==> src/rtl/sipo_rx_pkg.sv <==
// Shared types and defaults for the serial-in parallel-out receiver.
package sipo_rx_pkg;

  localparam int unsigned SIPO_WIDTH_DEFAULT = 4;

  typedef enum logic {
    IDLE  = 1'b0,
    SHIFT = 1'b1
  } state_t;

endpackage

==> src/rtl/sipo_rx_if.sv <==
// Serial input, parallel output handshake and status bundle for sipo_rx.
interface sipo_rx_if
  import sipo_rx_pkg::*;
#(
  parameter int unsigned WIDTH = SIPO_WIDTH_DEFAULT
);

  logic             d;
  logic             bit_en;
  logic [WIDTH-1:0] q;
  logic             q_valid;
  logic             q_ready;
  logic             busy;
  logic             overrun;

  modport master (
    output d, bit_en, q_ready,
    input  q, q_valid, busy, overrun
  );

  modport slave (
    input  d, bit_en, q_ready,
    output q, q_valid, busy, overrun
  );

endinterface

==> src/rtl/sipo_rx_shreg.sv <==
// WIDTH-bit shift register; next_o exposes the post-shift word so the caller
// can capture a completed word on the same edge as its last bit.
module sipo_shreg #(
  parameter int unsigned WIDTH     = 4,
  parameter bit          MSB_FIRST = 1'b1
) (
  input  logic             clk,
  input  logic             rst,
  input  logic             shift_en_i,
  input  logic             d_i,
  output logic [WIDTH-1:0] data_o,
  output logic [WIDTH-1:0] next_o
);

  logic [WIDTH-1:0] data_q;
  logic [WIDTH-1:0] data_d;

  always_comb begin
    data_d = data_q;
    if (MSB_FIRST) begin
      data_d = {data_q[WIDTH-2:0], d_i};
    end else begin
      data_d = {d_i, data_q[WIDTH-1:1]};
    end
  end

  always_ff @(posedge clk or negedge rst) begin
    if (!rst) begin
      data_q <= '0;
    end else if (shift_en_i) begin
      data_q <= data_d;
    end
  end

  assign data_o = data_q;
  assign next_o = data_d;

endmodule

==> src/rtl/sipo_rx.sv <==
// Start-bit framed serial receiver: IDLE waits for d=1 on bit_en, SHIFT
// collects WIDTH bits, completed words go out on a valid/ready register.
//
//   state | meaning
//   IDLE  | line idle, waiting for a start bit (bit_en && d)
//   SHIFT | shifting data bits in, one per bit_en edge
module sipo_rx
  import sipo_rx_pkg::*;
#(
  parameter int unsigned WIDTH     = SIPO_WIDTH_DEFAULT,
  parameter bit          MSB_FIRST = 1'b1
) (
  input  logic      clk,
  input  logic      rst,
  sipo_rx_if.slave  bus
);

  localparam int unsigned CNT_W = $clog2(WIDTH + 1);

  state_t           state_q;
  logic [CNT_W-1:0] cnt_q;
  logic [WIDTH-1:0] q_q;
  logic             q_valid_q;
  logic             overrun_q;

  logic [WIDTH-1:0] word_d;
  logic [WIDTH-1:0] shreg_data;
  logic             shift_en;
  logic             last_bit;
  logic             word_done;

  assign shift_en  = (state_q == SHIFT) && bus.bit_en;
  assign last_bit  = (cnt_q == CNT_W'(WIDTH - 1));
  assign word_done = shift_en && last_bit;

  sipo_shreg #(
    .WIDTH     (WIDTH),
    .MSB_FIRST (MSB_FIRST)
  ) u_shreg (
    .clk        (clk),
    .rst        (rst),
    .shift_en_i (shift_en),
    .d_i        (bus.d),
    .data_o     (shreg_data),
    .next_o     (word_d)
  );

  always_ff @(posedge clk or negedge rst) begin
    if (!rst) begin
      state_q   <= IDLE;
      cnt_q     <= '0;
      q_q       <= '0;
      q_valid_q <= 1'b0;
      overrun_q <= 1'b0;
    end else begin
      case (state_q)
        IDLE: begin
          if (bus.bit_en && bus.d) begin
            state_q <= SHIFT;
            cnt_q   <= '0;
          end
        end
        SHIFT: begin
          if (bus.bit_en) begin
            cnt_q <= cnt_q + CNT_W'(1);
            if (last_bit) begin
              state_q <= IDLE;
            end
          end
        end
      endcase

      // A word finishing against a full, unread output is dropped and flagged.
      if (word_done) begin
        if (!q_valid_q || bus.q_ready) begin
          q_q       <= word_d;
          q_valid_q <= 1'b1;
        end else begin
          overrun_q <= 1'b1;
        end
      end else if (q_valid_q && bus.q_ready) begin
        q_valid_q <= 1'b0;
      end
    end
  end

  logic unused_shreg;
  assign unused_shreg = ^shreg_data;

  assign bus.q       = q_q;
  assign bus.q_valid = q_valid_q;
  assign bus.busy    = (state_q == SHIFT);
  assign bus.overrun = overrun_q;

endmodule

==> src/flat_wrapper.sv <==
// flat-port wrapper written by rule: the top's interface ports become plain ports
module sipo_rx_flat import sipo_rx_pkg::*;
#(
  parameter int unsigned WIDTH     = SIPO_WIDTH_DEFAULT,
  parameter bit          MSB_FIRST = 1'b1
)
  (clk, rst, bus_d, bus_bit_en, bus_q_ready, bus_q, bus_q_valid, bus_busy, bus_overrun);
  sipo_rx_if #(.WIDTH(WIDTH)) bus_i ();
  input  logic clk;
  input  logic rst;
  input wire logic [$bits(bus_i.d)-1:0] bus_d;
  input wire logic [$bits(bus_i.bit_en)-1:0] bus_bit_en;
  input wire logic [$bits(bus_i.q_ready)-1:0] bus_q_ready;
  output wire logic [$bits(bus_i.q)-1:0] bus_q;
  output wire logic [$bits(bus_i.q_valid)-1:0] bus_q_valid;
  output wire logic [$bits(bus_i.busy)-1:0] bus_busy;
  output wire logic [$bits(bus_i.overrun)-1:0] bus_overrun;
  assign bus_i.d = bus_d;
  assign bus_i.bit_en = bus_bit_en;
  assign bus_i.q_ready = bus_q_ready;
  assign bus_q = bus_i.q;
  assign bus_q_valid = bus_i.q_valid;
  assign bus_busy = bus_i.busy;
  assign bus_overrun = bus_i.overrun;
  sipo_rx #(.WIDTH(WIDTH), .MSB_FIRST(MSB_FIRST)) u_core (.clk(clk), .rst(rst), .bus(bus_i));
endmodule
==> config.mk <==
export PLATFORM = sky130hd
export DESIGN_NAME = sipo_rx_flat
export DESIGN_NICKNAME = d
export VERILOG_FILES = /design/src/rtl/sipo_rx_pkg.sv /design/src/rtl/sipo_rx_if.sv /design/src/rtl/sipo_rx_shreg.sv /design/src/rtl/sipo_rx.sv /design/src/flat_wrapper.sv
export SDC_FILE = /design/constraint.sdc
export NUM_CORES = 1
export LEC_CHECK = 0
export BUFFER_PORTS_ARGS = -buffer_cell sky130_fd_sc_hd__buf_2
export CORE_AREA = 8 8 45 47
export CTS_CLUSTER_SIZE = 40
export DETAILED_ROUTE_END_ITERATION = 6
export DIE_AREA = 0 0 53 55
export PLACE_DENSITY = 0.71
export SLEW_MARGIN = 20
export SYNTH_ARGS = -nofsm -noshare
export SYNTH_HDL_FRONTEND = slang
export SYNTH_SLANG_ARGS = --single-unit
==> constraint.sdc <==
create_clock -name clk -period 1.4 [get_ports clk]
set_input_delay 0.28 -clock clk [delete_from_list [all_inputs] [get_ports clk]]
set_output_delay 0.28 -clock clk [all_outputs]
set_load 0.05 [all_outputs]
==> results of run 1 <==
-- per-stage QoR --
stage          setup WS [ns]  cell area [um2]  std cells  hold slack [ns]  util (%)
3_3_place_gp        0.004854            613.1         66           0.1734     44.30
2_1_floorplan        0.02379            523.0         37         -0.01559         -
5_1_grt             -0.07628            686.9         71           0.2934     49.64
4_1_cts             -0.02972            649.4         71           0.2583     46.93
6_report            -0.03928            686.9         71           0.2981     49.64
3_5_place_dp        -0.01143            613.1         66           0.1769     44.30
-- worst max-delay path, cell delays in order (launching register included) --
cell,delay (ns)
dfrtp_1,0.36
ha_2,0.20
ha_4,0.15
nand3_4,0.09
nor2b_4,0.20
mux2_4,0.32
-- final cells by class --
class	instances	share of cell area (%)
Sequential cell	13	47.54
Multi-Input combinational cell	23	33.52
Timing Repair Buffer	14	11.66
Clock buffer	4	3.825
Tap cell	16	2.914
Inverter	1	0.5464
-- routing by layer --
layer | vias to the layer above | global-route usage, % | routed length (um)
li1 | 165 | - | -
met1 | 167 | 8.070 | 437
met2 | 10 | 9.570 | 435
met3 | 4 | 4.011 | 88
met4 | 0 | 7.759 | 29
met5 | - | 0 | 0
-- placed cells by master (no fill, tap or decap) --
cell type,instances
dfrtp_1,12
buf_2,11
mux2_4,4
nand2_1,4
o21ai_0,3
mux2_2,3
clkbuf_4,3
buf_4,2
inv_1,1
a21oi_1,1
a31oi_1,1
nand3_4,1
nand2b_1,1
nor2b_4,1
a32o_1,1
o21bai_1,1
ha_4,1
ha_2,1
clkbuf_1,1
dlygate4sd3_1,1
dfrtp_2,1
-- power breakdown --
group	internal, uW	switching (uW)	leakage (uW)
registers	543	111	0.000158
clock network	110	117	0.0000150
logic	312	487	0.000155
total	965	715	0.000327
-- sequential cells by signal, summed over array words and instances, names as in the netlist --
signal                 cells
u_core.bus.busy            1
u_core.bus.overrun         1
u_core.bus.q               4
u_core.bus.q_valid         1
u_core.cnt_q               3
u_core.u_shreg.data_o      3
-- kinds of logic (layout without fill, tap and decap cells) --
group	count (synthesis)	after routing
buffers and inverters	1	19
flip-flops	13	13
AND/OR/NAND/NOR	7	7
AO/OA/AOI/OAI	7	7
adder cells (fa/ha/maj)	2	2
multiplexers	7	7
-- worst max path at each step --
stage,startpoint,end,slack (ns),cells past startpoint
2_1_floorplan,u_core.cnt_q[0]$_DFFE_PN0P_,u_core.bus.q[0]$_DFFE_PN0P_,0.02,5
3_3_place_gp,u_core.cnt_q[0]$_DFFE_PN0P_,u_core.bus.q[1]$_DFFE_PN0P_,0.005,5
3_5_place_dp,u_core.cnt_q[0]$_DFFE_PN0P_,u_core.bus.q[2]$_DFFE_PN0P_,-0.01,5
4_1_cts,u_core.cnt_q[0]$_DFFE_PN0P_,u_core.bus.q[2]$_DFFE_PN0P_,-0.03,5
5_1_grt,u_core.cnt_q[1]$_DFFE_PN0P_,u_core.bus.q[2]$_DFFE_PN0P_,-0.08,5
6_report,u_core.cnt_q[1]$_DFFE_PN0P_,u_core.bus.q[2]$_DFFE_PN0P_,-0.04,5
-- timing repair --
action	in CTS	in global routing
pin swaps	0	1
cloned	0	0
endpoints found under the hold margin	13	0
gates resized for setup	0	8
setup buffers	0	0
endpoints found under the setup margin	4	4
hold buffers	1	0
==> metrics.cfg, run 1 <==
[sta]
finalHoldViolCount = 0
period_minus_slack_ns = 1.439
fmax_mhz = 694.8
setup_violations = 4
tns_ns = -0.1327
rsz0062_at_grt = true
slew-limit-headroom_pct = 77.06
period_share_pct = 102.8
tightest_slew_ns = 0.3405
maxSlewViolCount = 0
fin_ws_ns = -0.03928
skew_ns = 0.004077

[yosys]
synthTopCellsByArea = dfrtp_1 (62%), mux2_2 (15%), ha_1 (4.8%)
yosys.area_share.simple_pct = 8.633
synth_top_area_share_pct = 62.35
synthFlopType = dfrtp_1
yosysMostFrequentCell = dfrtp_1
synth_seq_cells = 13
ys_seq_area_share_pct = 62.35
synthMuxAreaShare_pct = 15.11
synth.avg_cell_area_um2 = 14.10
synth_edf_count = 0
synth_nets = 44
ys_top_cells_by_count = dfrtp_1 (13), mux2_2 (7), nand2_1 (4)
synth_top_family_by_area = multiplexers
async_reset_ff_share_pct = 100.0
yosysWarnings = 0
synth.distinct_cells = 13
netlist_area_um2 = 521.8
synth-compound-area-share_pct = 8.393
synthCells = 37
synthAdderAreaFrac_pct = 4.796
synth_xor_xnor_area_share_pct = 0
synth_area_leader_cell = dfrtp_1

[final_layout]
fillers = 125
insertedDiodeCount = 0
area_growth_pct = 31.65
register_area_um2 = 326.6
multiInputGateArea_um2 = 230.2
drive_gt1_share_pct = 50.91
nets = 63

[min_path]
hold_start = bus_bit_en
holdPathEnd = u_core.bus.busy$_DFF_PN0_
whs_path_depth = 2
hold_class = primary input to flip-flop

[floorplanning]
fp.dieW_um = 53
rows = 14
start_util_pct = 37.70
core_um2 = 1384
io_pins = 12
die-area_um2 = 2915
die_h_um = 55

[grt]
grt_pass1_wl_um = 1449
grt_max_degree = 14
grt.overflow.total = 0
grt_util_all_layers_pct = 7.373
grt_antenna_before_repair = 0
first_global_vias = 337

[power_and_ir_drop]
peakVddDrop_uv = 1288
power_density_nw_per_um2 = 2447
leakage_uw = 0.0003271
p_total_uw = 1681

[clocking]
insertion_delay_ns = 0.27
clock-sinks = 13
clock_tree.buffer_depth = 2
numCtsBuffers = 3
cts-root-buf = clkbuf_4
clk_pin_slew_ns = 0.08
cts_tree = done
h-tree-depth = 1

[route]
avgRoutedWirePerCell_um = 13.94
ant_nets = 0
via_count = 346
drt-pass1-iter-count = 2
routed_wl_um = 990
drc = 0
via_per_inst = 4.873
drtIter0Drc = 4

[placed_design]
port_buffers = 11
dpl.hpwl_um = 709.7
place.gp.congestion = 0.7214

[worst_setup_path]
startpoint_type = flip-flop
r2r_start = u_core.cnt_q[1]$_DFFE_PN0P_
worstPathRequired_ns = 1.56
reg2reg_depth = 5
crit_type = flip-flop to flip-flop
r2r_slack_ns = -0.04
crit_arrival_ns = 1.60
cp_max_fo = 4
cp-end-kind = flip-flop
r2r-end = u_core.bus.q[2]$_DFFE_PN0P_

[flow_run]
cap_violations = 0

[run_status]
outcome = complete, but fails checks
violations = setup timing

Power figures use the tool's default switching activity.
==> run 2, diff against run 1 <==
BUFFER_PORTS_ARGS = -buffer_cell sky130_fd_sc_hd__buf_4   (was -buffer_cell sky130_fd_sc_hd__buf_2)
==> run 2 against run 1 <==
- clock skew about the same
- global-route usage up 1.2 points
- sequential cell count stayed put
- register-to-register slack improved by 0.04 ns
- count of clock-buffer cells in the layout did not move
- clock power fell by 3%
- total power increased by 3.2%
- non-clock buffer count is the same
- core utilization up 2.0 points
- the run now ends clean
- critical path type unchanged
==> metrics.cfg, run 2 (synthesized netlist as in run 1, its figures left out) <==
[floorplanning]
io_pins = 12
rows = 14
fp.dieW_um = 53
start_util_pct = 37.70
die-area_um2 = 2915
die_h_um = 55
core_um2 = 1384

[sta]
tightest_slew_ns = 0.2976
period_share_pct = 99.66
rsz0062_at_grt = true
setup_violations = 0
finalHoldViolCount = 0
skew_ns = 0.003883
maxSlewViolCount = 0
period_minus_slack_ns = 1.395
slew-limit-headroom_pct = 79.95
fmax_mhz = 716.7

[placed_design]
port_buffers = 11
place.gp.congestion = 0.7528

[final_layout]
area_growth_pct = 36.93
nets = 63
drive_gt1_share_pct = 50.91
final_common_cell = buf_4
layout_common_cells = buf_4 (13), dfrtp_1 (12), mux2_4 (4), nand2_1 (4)
largest_register_ffs = 4
fillers = 121
final_core_util_pct = 51.63
insertedDiodeCount = 0

[clocking]
clock_tree.buffer_depth = 2
clock-sinks = 13
cts_tree = done
numCtsBuffers = 3
insertion_delay_ns = 0.27
clk_pin_slew_ns = 0.07
cts-root-buf = clkbuf_4
h-tree-depth = 1

[min_path]
hold_class = primary input to flip-flop
whs_path_depth = 2

[power_and_ir_drop]
p_sw_uw = 721.3
leakage_uw = 0.0003349
p_sw_share_pct = 41.61
power_density_nw_per_um2 = 2426
pwr-share-clk_pct = 12.8
p_total_uw = 1734
pwr-share-comb_pct = 48.6
peakVddDrop_uv = 997.2
p_int_uw = 1012
p_seq_share_pct = 38.6

[worst_setup_path]
crit_type = flip-flop to flip-flop
cp-end-kind = flip-flop
worstPathRequired_ns = 1.55
crit_arrival_ns = 1.55
cp_max_fo = 4
startpoint_type = flip-flop
reg2reg_depth = 5

[route]
via_count = 351
via_per_inst = 4.944
routed_wl_um = 1025
drtIter0Drc = 0
drt-pass1-iter-count = 1
ant_nets = 0
drc = 0
avgRoutedWirePerCell_um = 14.44

[grt]
grt.overflow.total = 0
grt_pass1_wl_um = 1766
first_global_vias = 381
grt_util_all_layers_pct = 8.592
grt_max_degree = 14
grt_antenna_before_repair = 0

[run_status]
outcome = completed

[flow_run]
cap_violations = 0

-- run 2: changes by cell type in the layout (fill, tap and decap cells not counted) --
cell	previous run	this run
buf_2	11	0
buf_4	2	13
-- run 2: path summary, 6_finish.rpt --
kind | startpoint | endpoint | slack (ns)
max in group asynchronous | rst | u_core.bus.busy$_DFF_PN0_ | 0.84
min in group asynchronous | rst | u_core.u_shreg.data_o[1]$_DFFE_PN0P_ | 0.39
setup / recovery | u_core.cnt_q[1]$_DFFE_PN0P_ | u_core.bus.q[1]$_DFFE_PN0P_ | 0.005
hold reg to reg | u_core.bus.overrun$_DFFE_PN0P_ | u_core.bus.overrun$_DFFE_PN0P_ | 0.49
setup reg to reg | u_core.cnt_q[1]$_DFFE_PN0P_ | u_core.bus.q[1]$_DFFE_PN0P_ | 0.005
hold / removal | bus_bit_en | u_core.bus.busy$_DFF_PN0_ | 0.25
-- run 2: power by group through the flow --
stage	registers (uW)	clock network (uW)	logic [uW]
floorplan	937	0	236
global route	694	254	897
finish	669	221	843
global placement	656	0	734
detailed placement	667	0	751
CTS	672	232	831
-- run 2: per-stage QoR --
stage                     setup slack, ns  hold slack [ns]   TNS (ns)  instance area [um2]  std cells
after floorplan                   0.02379         -0.01559          0                523.0         37
after global placement          -0.002290           0.1307  -0.003838                633.1         65
after detailed placement         -0.05720           0.1317    -0.1972                633.1         65
after CTS                        -0.02200           0.2388   -0.06360                706.9         70
after global routing             -0.03564           0.2489    -0.1135                714.4         71
final                            0.004776           0.2546          0                714.4         71
-- run 2: cell type report --
cell class / instances / area, um2 / share of cell area, %
multi-input cells: 23 / 230.2 / 32.22
well taps: 16 / 20.02 / 2.802
clock buffers: 4 / 26.28 / 3.678
repair buffers: 14 / 107.6 / 15.06
flip-flops and latches: 13 / 326.6 / 45.71
inverters: 1 / 3.754 / 0.5254
-- run 2: critical path, stage by stage, from the launching register on --
cell and delay (ns):
dfrtp_1 0.36, ha_2 0.20, ha_4 0.14, nand3_4 0.07, nor2b_4 0.19, mux2_4 0.32
-- run 2: layer usage --
metal	track usage, %	vias to the layer above	share of wire, %
met5	0	-	0
met2	12.89	8	46
met3	4.278	2	8.6
met4	6.466	0	0.78
li1	-	168	-
met1	9.177	173	45
-- run 2: what timing repair did --
item / 4_1_cts / 5_1_grt
hold endpoints to repair: 13 / 0
setup buffers: 0 / 1
endpoints found under the setup margin: 4 / 4
resized for setup: 8 / 0
hold buffers: 1 / 0
pin swaps: 2 / 0
